[src/rtl/fetch_stage_pkg.sv]
// Shared pipeline definitions for the instruction fetch stage.
// Holds the reset fetch address, the NOP encoding, the fetch FSM state
// encoding and the fetch-queue entry layout used by fetch_stage and fetch_fifo.
package fetch_stage_pkg;

  // Default first fetch address after reset.
  localparam logic [31:0] FS_RESET_PC = 32'h0000_0000;

  // Instruction word presented in IF/ID whenever it holds no real instruction.
  localparam logic [31:0] NOP_INSTR = 32'h0000_0000;

  // Default fetch-queue depth (also the in-flight request limit).
  localparam int unsigned FS_FQ_DEPTH = 4;

  // RUN: responses are kept. DRAIN: responses belonging to a squashed
  // fetch path are still outstanding and get dropped as they return.
  typedef enum logic {
    FS_RUN   = 1'b0,
    FS_DRAIN = 1'b1
  } fetch_state_t;

  // One fetch-queue entry: instruction word plus its address + 4.
  typedef struct packed {
    logic [31:0] instr;
    logic [31:0] pc4;
  } fq_entry_t;

  // Sequential fetch address; wraps naturally from 32'hFFFF_FFFC to 0.
  function automatic logic [31:0] pc_plus4(input logic [31:0] pc);
    return pc + 32'd4;
  endfunction

endpackage

[src/rtl/fetch_stage_fifo.sv]
// fetch_fifo: synchronous FIFO holding fetched instructions until IF/ID takes them.
// Latency: a push is visible at the head on the next cycle (no bypass).
// Backpressure: none internally; the producer must never push when full.
//
// Ports:
//   clk, rst            - clock, synchronous active-high reset
//   flush               - empties the FIFO (takes effect like reset)
//   push, push_data     - write one entry
//   pop                 - discard the head entry (ignored when empty)
//   pop_data            - current head entry (valid when !empty)
//   count, empty        - occupancy
module fetch_fifo #(
  parameter int unsigned DEPTH = 4,
  parameter int unsigned WIDTH = 64
) (
  input  logic                       clk,
  input  logic                       rst,
  input  logic                       flush,
  input  logic                       push,
  input  logic [WIDTH-1:0]           push_data,
  input  logic                       pop,
  output logic [WIDTH-1:0]           pop_data,
  output logic [$clog2(DEPTH):0]     count,
  output logic                       empty
);

  localparam int AW = $clog2(DEPTH);
  localparam int CW = AW + 1;

  logic [WIDTH-1:0] mem [DEPTH];
  logic [AW-1:0]    wr_ptr;
  logic [AW-1:0]    rd_ptr;
  logic [CW-1:0]    cnt;
  logic             full;
  logic             do_push;
  logic             do_pop;

  assign full     = (cnt == CW'(DEPTH));
  assign empty    = (cnt == '0);
  assign count    = cnt;
  assign pop_data = mem[rd_ptr];

  // A push into a full queue is a design error upstream; it is refused so
  // that stored entries are never corrupted, and flagged by the assertion.
  assign do_push = push && !full;
  assign do_pop  = pop && !empty;

  always_ff @(posedge clk) begin
    if (rst || flush) begin
      wr_ptr <= '0;
      rd_ptr <= '0;
      cnt    <= '0;
    end else begin
      if (push) begin
        assert (!full);
      end
      if (do_push) wr_ptr <= wr_ptr + AW'(1);
      if (do_pop)  rd_ptr <= rd_ptr + AW'(1);
      cnt <= cnt + CW'(do_push) - CW'(do_pop);
    end
  end

  // Storage is not reset; only the pointers define what is valid.
  always_ff @(posedge clk) begin
    if (!rst && !flush && do_push) begin
      mem[wr_ptr] <= push_data;
    end
  end

endmodule

[src/rtl/fetch_stage.sv]
// fetch_stage: issues sequential instruction fetches and feeds the IF/ID register.
// Latency: a response arriving in cycle t reaches IF/ID in cycle t+2 (via the fetch queue).
// Backpressure: requests stop while in-flight + queued reaches FQ_DEPTH; stall holds IF/ID.
//
// Ports:
//   clk, rst                      - clock, synchronous active-high reset
//   stall_PC_IFID                 - load-use stall: hold IF/ID and the queue head
//   branch_taken, branch_target   - redirect from EX (wins over stall)
//   imem_req, imem_addr           - request to instruction memory (addr = PC)
//   imem_ready                    - memory accepts the request this cycle
//   imem_rvalid, imem_rdata       - in-order response from instruction memory
//   if_id_valid, if_id_instr,     - IF/ID register contents (NOP when invalid)
//   if_id_pc4
module fetch_stage
  import fetch_stage_pkg::*;
#(
  parameter logic [31:0] RESET_PC = FS_RESET_PC,
  parameter int unsigned FQ_DEPTH = FS_FQ_DEPTH
) (
  input  logic        clk,
  input  logic        rst,
  input  logic        stall_PC_IFID,
  input  logic        branch_taken,
  input  logic [31:0] branch_target,
  output logic        imem_req,
  output logic [31:0] imem_addr,
  input  logic        imem_ready,
  input  logic        imem_rvalid,
  input  logic [31:0] imem_rdata,
  output logic        if_id_valid,
  output logic [31:0] if_id_instr,
  output logic [31:0] if_id_pc4
);

  localparam int CW  = $clog2(FQ_DEPTH) + 1;
  localparam int CW1 = CW + 1;
  localparam logic [CW:0] DEPTH_W = CW1'(FQ_DEPTH);

  logic [31:0]   pc;
  logic [31:0]   resp_pc;       // address of the next response that will be kept
  logic [CW-1:0] inflight;      // accepted requests whose response has not returned
  logic [CW-1:0] discard_cnt;   // outstanding responses that belong to a squashed path
  logic [CW-1:0] discard_nxt;
  fetch_state_t  state;

  logic [CW-1:0] fq_count;
  logic          fq_empty;
  logic [CW:0]   occupancy;
  logic          req_fire;
  logic          rsp_keep;
  logic          fq_pop;
  fq_entry_t     fq_in;
  fq_entry_t     fq_out;

  // Every in-flight request may land in the queue, so the pair together
  // never exceeds the queue depth and the queue cannot overflow.
  assign occupancy = {1'b0, inflight} + {1'b0, fq_count};
  assign imem_req  = !rst && !branch_taken && (occupancy < DEPTH_W);
  assign imem_addr = pc;
  assign req_fire  = imem_req && imem_ready;

  // Responses are kept only when nothing is left to discard; a response
  // arriving with a redirect is older than the redirect and is dropped.
  assign rsp_keep = imem_rvalid && (state == FS_RUN) && !branch_taken;
  assign fq_pop   = !stall_PC_IFID && !branch_taken && !fq_empty;

  assign fq_in.instr = imem_rdata;
  assign fq_in.pc4   = pc_plus4(resp_pc);

  fetch_fifo #(
    .DEPTH (FQ_DEPTH),
    .WIDTH (64)
  ) u_fetch_fifo (
    .clk       (clk),
    .rst       (rst),
    .flush     (branch_taken),
    .push      (rsp_keep),
    .push_data (fq_in),
    .pop       (fq_pop),
    .pop_data  (fq_out),
    .count     (fq_count),
    .empty     (fq_empty)
  );

  // On a redirect every outstanding request is stale, except a response
  // consumed in this very cycle. In DRAIN this is the remaining discard
  // count (less this cycle's drop) plus the live in-flight requests,
  // which reduces to the same expression.
  always_comb begin
    discard_nxt = discard_cnt;
    if (branch_taken) begin
      discard_nxt = inflight - CW'(imem_rvalid);
    end else if (imem_rvalid && (state == FS_DRAIN)) begin
      discard_nxt = discard_cnt - CW'(1);
    end
  end

  // Drain FSM: DRAIN while stale responses are still outstanding.
  always_ff @(posedge clk) begin
    if (rst) begin
      state       <= FS_RUN;
      discard_cnt <= '0;
    end else begin
      discard_cnt <= discard_nxt;
      case (state)
        FS_RUN:   if (discard_nxt != '0) state <= FS_DRAIN;
        FS_DRAIN: if (discard_nxt == '0) state <= FS_RUN;
        default:  state <= FS_RUN;
      endcase
    end
  end

  // PC advances only on accepted requests. A load-use stall does not
  // touch it directly: the queue absorbs fetched words, and once it is
  // full imem_req drops, which holds the PC.
  always_ff @(posedge clk) begin
    if (rst) begin
      pc       <= RESET_PC;
      resp_pc  <= RESET_PC;
      inflight <= '0;
    end else begin
      inflight <= inflight + CW'(req_fire) - CW'(imem_rvalid);

      if (branch_taken)  pc <= branch_target;
      else if (req_fire) pc <= pc_plus4(pc);

      if (branch_taken)  resp_pc <= branch_target;
      else if (rsp_keep) resp_pc <= pc_plus4(resp_pc);
    end
  end

  // IF/ID register: redirect squashes, stall holds, otherwise take the
  // queue head or insert a bubble.
  always_ff @(posedge clk) begin
    if (rst) begin
      if_id_valid <= 1'b0;
      if_id_instr <= NOP_INSTR;
      if_id_pc4   <= '0;
    end else if (branch_taken) begin
      if_id_valid <= 1'b0;
      if_id_instr <= NOP_INSTR;
    end else if (!stall_PC_IFID) begin
      if (!fq_empty) begin
        if_id_valid <= 1'b1;
        if_id_instr <= fq_out.instr;
        if_id_pc4   <= fq_out.pc4;
      end else begin
        if_id_valid <= 1'b0;
        if_id_instr <= NOP_INSTR;
      end
    end
  end

endmodule
[config.mk]
export PLATFORM = sky130hd
export DESIGN_NAME = fetch_stage
export DESIGN_NICKNAME = d
export VERILOG_FILES = /design/src/rtl/fetch_stage_pkg.sv /design/src/rtl/fetch_stage_fifo.sv /design/src/rtl/fetch_stage.sv
export SDC_FILE = /design/constraint.sdc
export NUM_CORES = 1
export LEC_CHECK = 0
export ABC_CLOCK_PERIOD_IN_PS = 4900
export CAP_MARGIN = 15
export CORE_MARGIN = 4
export CORE_UTILIZATION = 56
export DETAILED_ROUTE_END_ITERATION = 10
export GPL_TIMING_DRIVEN = 0
export PLACE_DENSITY = 0.79
export SETUP_SLACK_MARGIN = 0.3
export SLEW_MARGIN = 10
export SYNTH_ARGS = -nofsm -noshare
export SYNTH_HDL_FRONTEND = slang
export SYNTH_SLANG_ARGS = --single-unit
[constraint.sdc]
create_clock -name clk -period 4.9 [get_ports clk]
set_input_delay 0.98 -clock clk [delete_from_list [all_inputs] [get_ports clk]]
set_output_delay 0.98 -clock clk [all_outputs]
set_load 0.03 [all_outputs]
Word-level counts from Yosys, hierarchy flattened:

Memory sizes are Yosys's and may differ from the RTL's. A register that Yosys moved wholly into a read port is not among the register bits.
Cells that the tools add are included.

* register bits: 143
* RAM bits: 256
* bits of input ports: 70
* output and inout bits: 98
* word-level logic and storage cells: 68
* memories kept: 1

* add/sub/neg operators: 11
* order comparisons: 1
* eq/ne operators: 1
* multiplexer cells: 15
* bitwise logic cells: 4
* reduce and logical (&&, ||, !) cells: 24

Memory list
* u_fetch_fifo.mem: depth 4, width 64, read ports 1, clocked after memory_dff 1, write ports 1, RTL line fetch_stage_fifo.sv:30 `logic [WIDTH-1:0] mem [DEPTH];`

Operators with widths (number)
* two-way mux 32 bit: 5
* adder 32 x 3 -> 32 bit (second input constant): 2
* logical AND 1 bit: 11
* subtractor 3 x 1 -> 3 bit: 3
* adder 3 x 1 -> 3 bit: 2
* logical NOT 3 bit: 2
* two-way mux 3 bit: 2
* logical NOT 1 bit: 5
* two-way mux 1 bit: 5
* adder 2 x 1 -> 2 bit (second input constant): 2
* adder 3 x 3 -> 4 bit: 1
* less-than comparator 4 x 3 -> 1 bit (second input constant): 1
* two-way mux 2 bit: 2
* inverter 1 bit: 4
* nonzero test 2 bit: 2
* equality test 3 bit (second input constant): 1
* AND reduction 3 bit: 1
* nonzero test 3 bit: 1
* subtractor 3 x 1 -> 3 bit (second input constant): 1
* case mux 1 bit (2 select lines): 1
* OR reduction 2 bit: 1
* logical OR 1 bit: 1

Depth between registers and ports, before layout:

* depth after elaboration: 7
* mapped depth: 12
* mapped depth without buffers: 11

Hierarchy:

From an unflattened synthesis, not the netlist that was laid out.

* cells, all modules: 1188
* area total of the unflattened synthesis: 16283.1 um^2

By module, submodules not included
* fetch_fifo: times used 1, cells an instance 384, area an instance 9774.4 um^2, seq. area each 7867.5 um^2
* fetch_stage: times used 1, cells an instance 804, area an instance 6508.7 um^2, seq. area each 2722.6 um^2

Least setup slack after synthesis:

No wires, ideal clock.

* kind: in2reg
* from: input port imem_rvalid
* to: memory u_fetch_fifo.mem[0][0], enable pin
* setup time: 0.429 ns
* arrival: 3.495 ns
* data required time: 4.471 ns
* setup slack: 0.976 ns
* stages on the path: 5
* buffers on the path: 1
* path through: nand2b_1 -> clkbuf_1 -> a311oi_1 -> nor2b_1 -> and2_1

* cells in the longest elaborated chain, start to end: 6

RTL lines
* start: declaration: RTL line fetch_stage.sv:28 `input logic imem_rvalid,`
* logical AND 1 bit (2 in a row): RTL line fetch_stage.sv:64 `assign rsp_keep = imem_rvalid && (state == FS_RUN) && !branch_taken;`
* logical AND 1 bit: RTL line fetch_stage_fifo.sv:45 `assign do_push = push && !full;`
* net u_fetch_fifo.do_push: RTL line fetch_stage_fifo.sv:35 `logic do_push;`
* logical AND 1 bit: RTL line fetch_stage_fifo.sv:65 `if (!rst && !flush && do_push) begin`
* two-way mux 1 bit: RTL line fetch_stage_fifo.sv:65
* two-way mux 1 bit (not written as such): RTL line fetch_stage_fifo.sv:66 `mem[wr_ptr] <= push_data;`
* end: declaration: RTL line fetch_stage_fifo.sv:30

The timed path passes the listed nets, and every way through them passes these cells.

Worst setup path after layout:

* from: input port imem_rvalid
* to: memory u_fetch_fifo.mem[1][36], enable pin

The elaborated chain is that of the path after synthesis.

==> impl_metrics.csv <==
group,metric,value,unit
critical_path,cell_chain_critical_path,"clkdlybuf4s50_1 -> nand2b_1 -> clkbuf_1 -> a311oi_1 -> nor2b_1 -> and2_4 -> buf_12",
critical_path,timing.critical_path.slowest_stage_cell,"sky130_fd_sc_hd__a311oi_1",
finish,areaGrowthSynthToFinish,22.13,%
cts,cts_made_buffers,40,
die,dieArea,31360,um^2
routing,dr_total_vias,10131,
global_routing,grt_max_degree,41,
yosys,synth_enable_flop_cells,256,
cts,ctsHtreeMaxLevel,2,
flow_run,cap_violations,0,
cts,holdBufCountCts,0,
routing,number_of_nets_with_antenna_violations_after_detailed_routing,0,
routing,routed_via_density,5.730,
cts,cts_tree,"built",
yosys,syn-cell-area,16010,um^2
critical_path,cp_max_fo,33,
global_routing,grt_overflow,0,
sta,worst_slew_pin_slew,0.9463,ns
critical_path,timing_worst_setup_path_type,"in -> reg",
critical_path,crit_required,5.10,ns
critical_path,critical_path.top_delay_family,"buffers and inverters",
outcome,status,"complete, no violations",
sta,final.setup.tns,0,ns
finish,layoutNonFillerInstCount,1768,
critical_path,critical_path.endpoint_type,"flop",
placed_design,dp_wirelength,24.28,mm
yosys,synthesis.area_per_instance,13.95,um^2
die,dieWidth,177.1,um
global_routing,wire_length_of_the_first_global_routing_pass,55.94,mm
yosys,synth.top_cell.area_share,48.02,%
global_routing,antenna_violations_before_repair,0,
placed_design,post_dp_cell_area,18240,um^2
critical_path,start_kind,"input pin",
power,static_leakage,6.304,nW
cts,insertion_delay,0.51,ns
cts,clk_path_buf_depth,3,
yosys,netlist_top_cells_area,"sky130_fd_sc_hd__edfxtp_1 (48%), sky130_fd_sc_hd__dfxtp_1 (18%), sky130_fd_sc_hd__mux4_2 (9.0%)",
yosys,synth_cell_type_count,46,
sta,timing.final.hold_violations,0,
routing,route.final.wire_length,35.53,mm
die,core_area,28010,um^2
power,switchingPower,1.587,mW
sta,slew_headroom,36.39,%
yosys,async_flop_share,0,%
placed_design,gp_congestion,0.8588,
power,p_clk_share,41.4,%
finish,final_util,69.80,%
routing,dr.first_iter.drc_count,876,
sta,fin_skew,0.009047,ns
routing,number_of_iterations_in_the_first_detailed_routing_pass,5,
placed_design,port_buffers,166,
min_path,min_path_type,"reg -> reg",
sta,period_share,80.11,%
routing,wl_per_cell,20.10,um
cts,clk_root_buffer_cell,"sky130_fd_sc_hd__clkbuf_16",
cts,post_cts_resized,0,
cts,cts.repair_timing.setup_buffer_count,0,
routing,drc_errors,0,
critical_path,critical_path_buf_inv_count,3,
yosys,postSynthRegisterBits,401,
sta,setup_viol_count_final,0,
die,die_y,177.1,um
yosys,synth-warning-count,0,
sta,period_minus_slack,3.925,ns
power,sequentialPowerShare,51.5,%
yosys,syn_inst,1148,
global_routing,grt.total_usage,22.76,%
finish,antenna-diode-count,0,
cts,cts.reportedPaths.clkPinSlew,0.06,ns
finish,design_area,19550,um^2
finish,n_fill_cell,1899,
cts,clock-sinks,401,
global_routing,grt_pass1_vias,10374,
finish,final_layout_size_suffix_gt1_share,11.01,%
power,internal_power,5.709,mW
yosys,synth.yosys.seq_area_share,66.15,%
power,p_per_area,373.1,nW/um^2
die,initial_core_util,57.15,%
sta,rsz_0062_raised_after_global_routing,"no",
yosys,synth_nets,1235,
finish,num-nets-final,1447,
power,combPwrFrac,7.1,%
yosys,yosys.area.top_type,"sky130_fd_sc_hd__edfxtp_1",
sta,slew_viol_final,0,
placed_design,placed_cells_incl_taps,1696,
critical_path,worstPathArrival,4.12,ns
die,rows,61,
power,vdd.ir_drop.worst,0.2344,mV
critical_path,crit_path_max_incr_delay,0.76,ns
sta,maximum_clock_frequency,254.8,MHz
yosys,yosys_most_used_dff,"sky130_fd_sc_hd__edfxtp_1",
die,io_pins,168,
power,netSwitchingFraction,21.75,%
-- cell usage after synthesis, types with 7 or more instances --
cell type / instances
sky130_fd_sc_hd__mux4_2: 64
sky130_fd_sc_hd__clkbuf_1: 52
sky130_fd_sc_hd__xor2_1: 32
sky130_fd_sc_hd__a22oi_1: 32
sky130_fd_sc_hd__nand4_1: 18
sky130_fd_sc_hd__or3_1: 11
sky130_fd_sc_hd__a31oi_1: 7
sky130_fd_sc_hd__nor4_1: 11
sky130_fd_sc_hd__buf_2: 12
sky130_fd_sc_hd__a21boi_0: 34
sky130_fd_sc_hd__nand2_1: 107
sky130_fd_sc_hd__a21oi_1: 62
sky130_fd_sc_hd__edfxtp_1: 256
sky130_fd_sc_hd__and3_1: 7
sky130_fd_sc_hd__xnor2_1: 56
sky130_fd_sc_hd__nor3_1: 13
sky130_fd_sc_hd__ha_1: 15
sky130_fd_sc_hd__a211oi_1: 12
sky130_fd_sc_hd__and2_1: 8
sky130_fd_sc_hd__nor2_1: 68
sky130_fd_sc_hd__nand3_1: 34
sky130_fd_sc_hd__inv_1: 42
sky130_fd_sc_hd__dfxtp_1: 145
-- flip-flops by register name, summed over array words and instances, names as in the netlist, named ones only --
name / flops
u_fetch_fifo.wr_ptr: 2
inflight: 3
u_fetch_fifo.rd_ptr: 2
discard_cnt: 3
state: 1
if_id_instr: 32
u_fetch_fifo.count: 3
imem_addr: 32
u_fetch_fifo.mem: 256
if_id_pc4: 32
if_id_valid: 1
resp_pc: 32
-- tightest hold or removal path, stage by stage (launching register included) --
cell	delay, ns
sky130_fd_sc_hd__dfxtp_1	0.30
sky130_fd_sc_hd__nand2_1	0.05
sky130_fd_sc_hd__a21oi_1	0.05
-- power by group through the flow --
stage / combinational, mW / clock [mW] / sequential [mW]
final: 0.518 / 3.02 / 3.76
after global routing: 0.568 / 3.21 / 3.76
after CTS: 0.520 / 3.06 / 3.75
after detailed placement: 0.515 / 0 / 3.83
after global placement: 0.498 / 0 / 3.83
after floorplan: 0.258 / 0 / 3.86
-- layout by cell type (no fill, tap or decap), types with 7 or more instances in the layout --
cell                                n
sky130_fd_sc_hd__or3_1             11
sky130_fd_sc_hd__edfxtp_1         256
sky130_fd_sc_hd__inv_1             42
sky130_fd_sc_hd__a31oi_1            7
sky130_fd_sc_hd__nor4_1            11
sky130_fd_sc_hd__xnor2_1           56
sky130_fd_sc_hd__mux4_2            64
sky130_fd_sc_hd__a22oi_1           32
sky130_fd_sc_hd__clkbuf_8           7
sky130_fd_sc_hd__clkdlybuf4s50_1  166
sky130_fd_sc_hd__a21boi_0          34
sky130_fd_sc_hd__dfxtp_1          145
sky130_fd_sc_hd__xor2_1            32
sky130_fd_sc_hd__buf_2             12
sky130_fd_sc_hd__nand3_1           34
sky130_fd_sc_hd__ha_1              15
sky130_fd_sc_hd__nor2_1            68
sky130_fd_sc_hd__clkbuf_1          62
sky130_fd_sc_hd__nor3_1            13
sky130_fd_sc_hd__a211oi_1          12
sky130_fd_sc_hd__nand4_1           18
sky130_fd_sc_hd__and3_1             7
sky130_fd_sc_hd__nand2_1          107
sky130_fd_sc_hd__clkbuf_16         41
sky130_fd_sc_hd__a21oi_1           62
-- through the flow --
| stage | setup WS [ns] | hold WS [ns] | power [mW] |
|---|---|---|---|
| final | 0.9747 | 0.4519 | 7.296 |
| after CTS | 0.9887 | 0.4556 | 7.334 |
| after detailed placement | 0.4553 | 0.4474 | 4.340 |
| after global routing | 0.7999 | 0.4771 | 7.538 |
| after floorplan | 0.9759 | 0.4600 | 4.115 |
| after global placement | -1.238 | 0.4423 | 4.323 |
-- cell families (layout without fill, tap and decap cells) --
kind of cell / count (synthesis) / after routing / synth area share, %
compound gates: 164 / 164 / 6.659
xor+xnor: 88 / 88 / 4.814
fa+ha+maj: 17 / 17 / 1.422
buf+inv: 109 / 351 / 2.649
flops: 401 / 401 / 66.15
mux: 66 / 66 / 9.129
simple gates: 303 / 303 / 9.175
-- path summary, 6_finish.rpt --
check | from | cells after the start | slack, ns | to
setup / recovery | imem_rvalid | 7 | 0.97 | u_fetch_fifo.mem[1][36]
hold / removal | if_id_pc4[8] | 2 | 0.45 | if_id_pc4[8]
setup reg to reg | u_fetch_fifo.count[2] | 12 | 1.34 | u_fetch_fifo.count[2]
hold reg to reg | if_id_pc4[8] | 2 | 0.45 | if_id_pc4[8]
-- per-layer routing --
metal  share of wire [%]  global-route usage (%)  wire (um)
met1                  41                   30.45      14420
met2                  50                   38.63      17590
met3                 7.6                   4.379       2688
met4                 2.3                   6.190        829
met5                   0                       0          0
-- layout make-up --
cell class / count / area (um^2) / share of cell area (%)
sequential: 401 / 10590 / 54.17
multi-input combinational: 638 / 5005 / 25.60
timing repair buffer: 170 / 1749 / 8.947
clock buffer: 58 / 1160 / 5.932
tap: 378 / 473.0 / 2.419
buffer: 66 / 262.8 / 1.344
inverter: 43 / 161.4 / 0.8255
clock inverter: 14 / 150.1 / 0.7679
No activity file was read; power rests on OpenSTA's default activity.
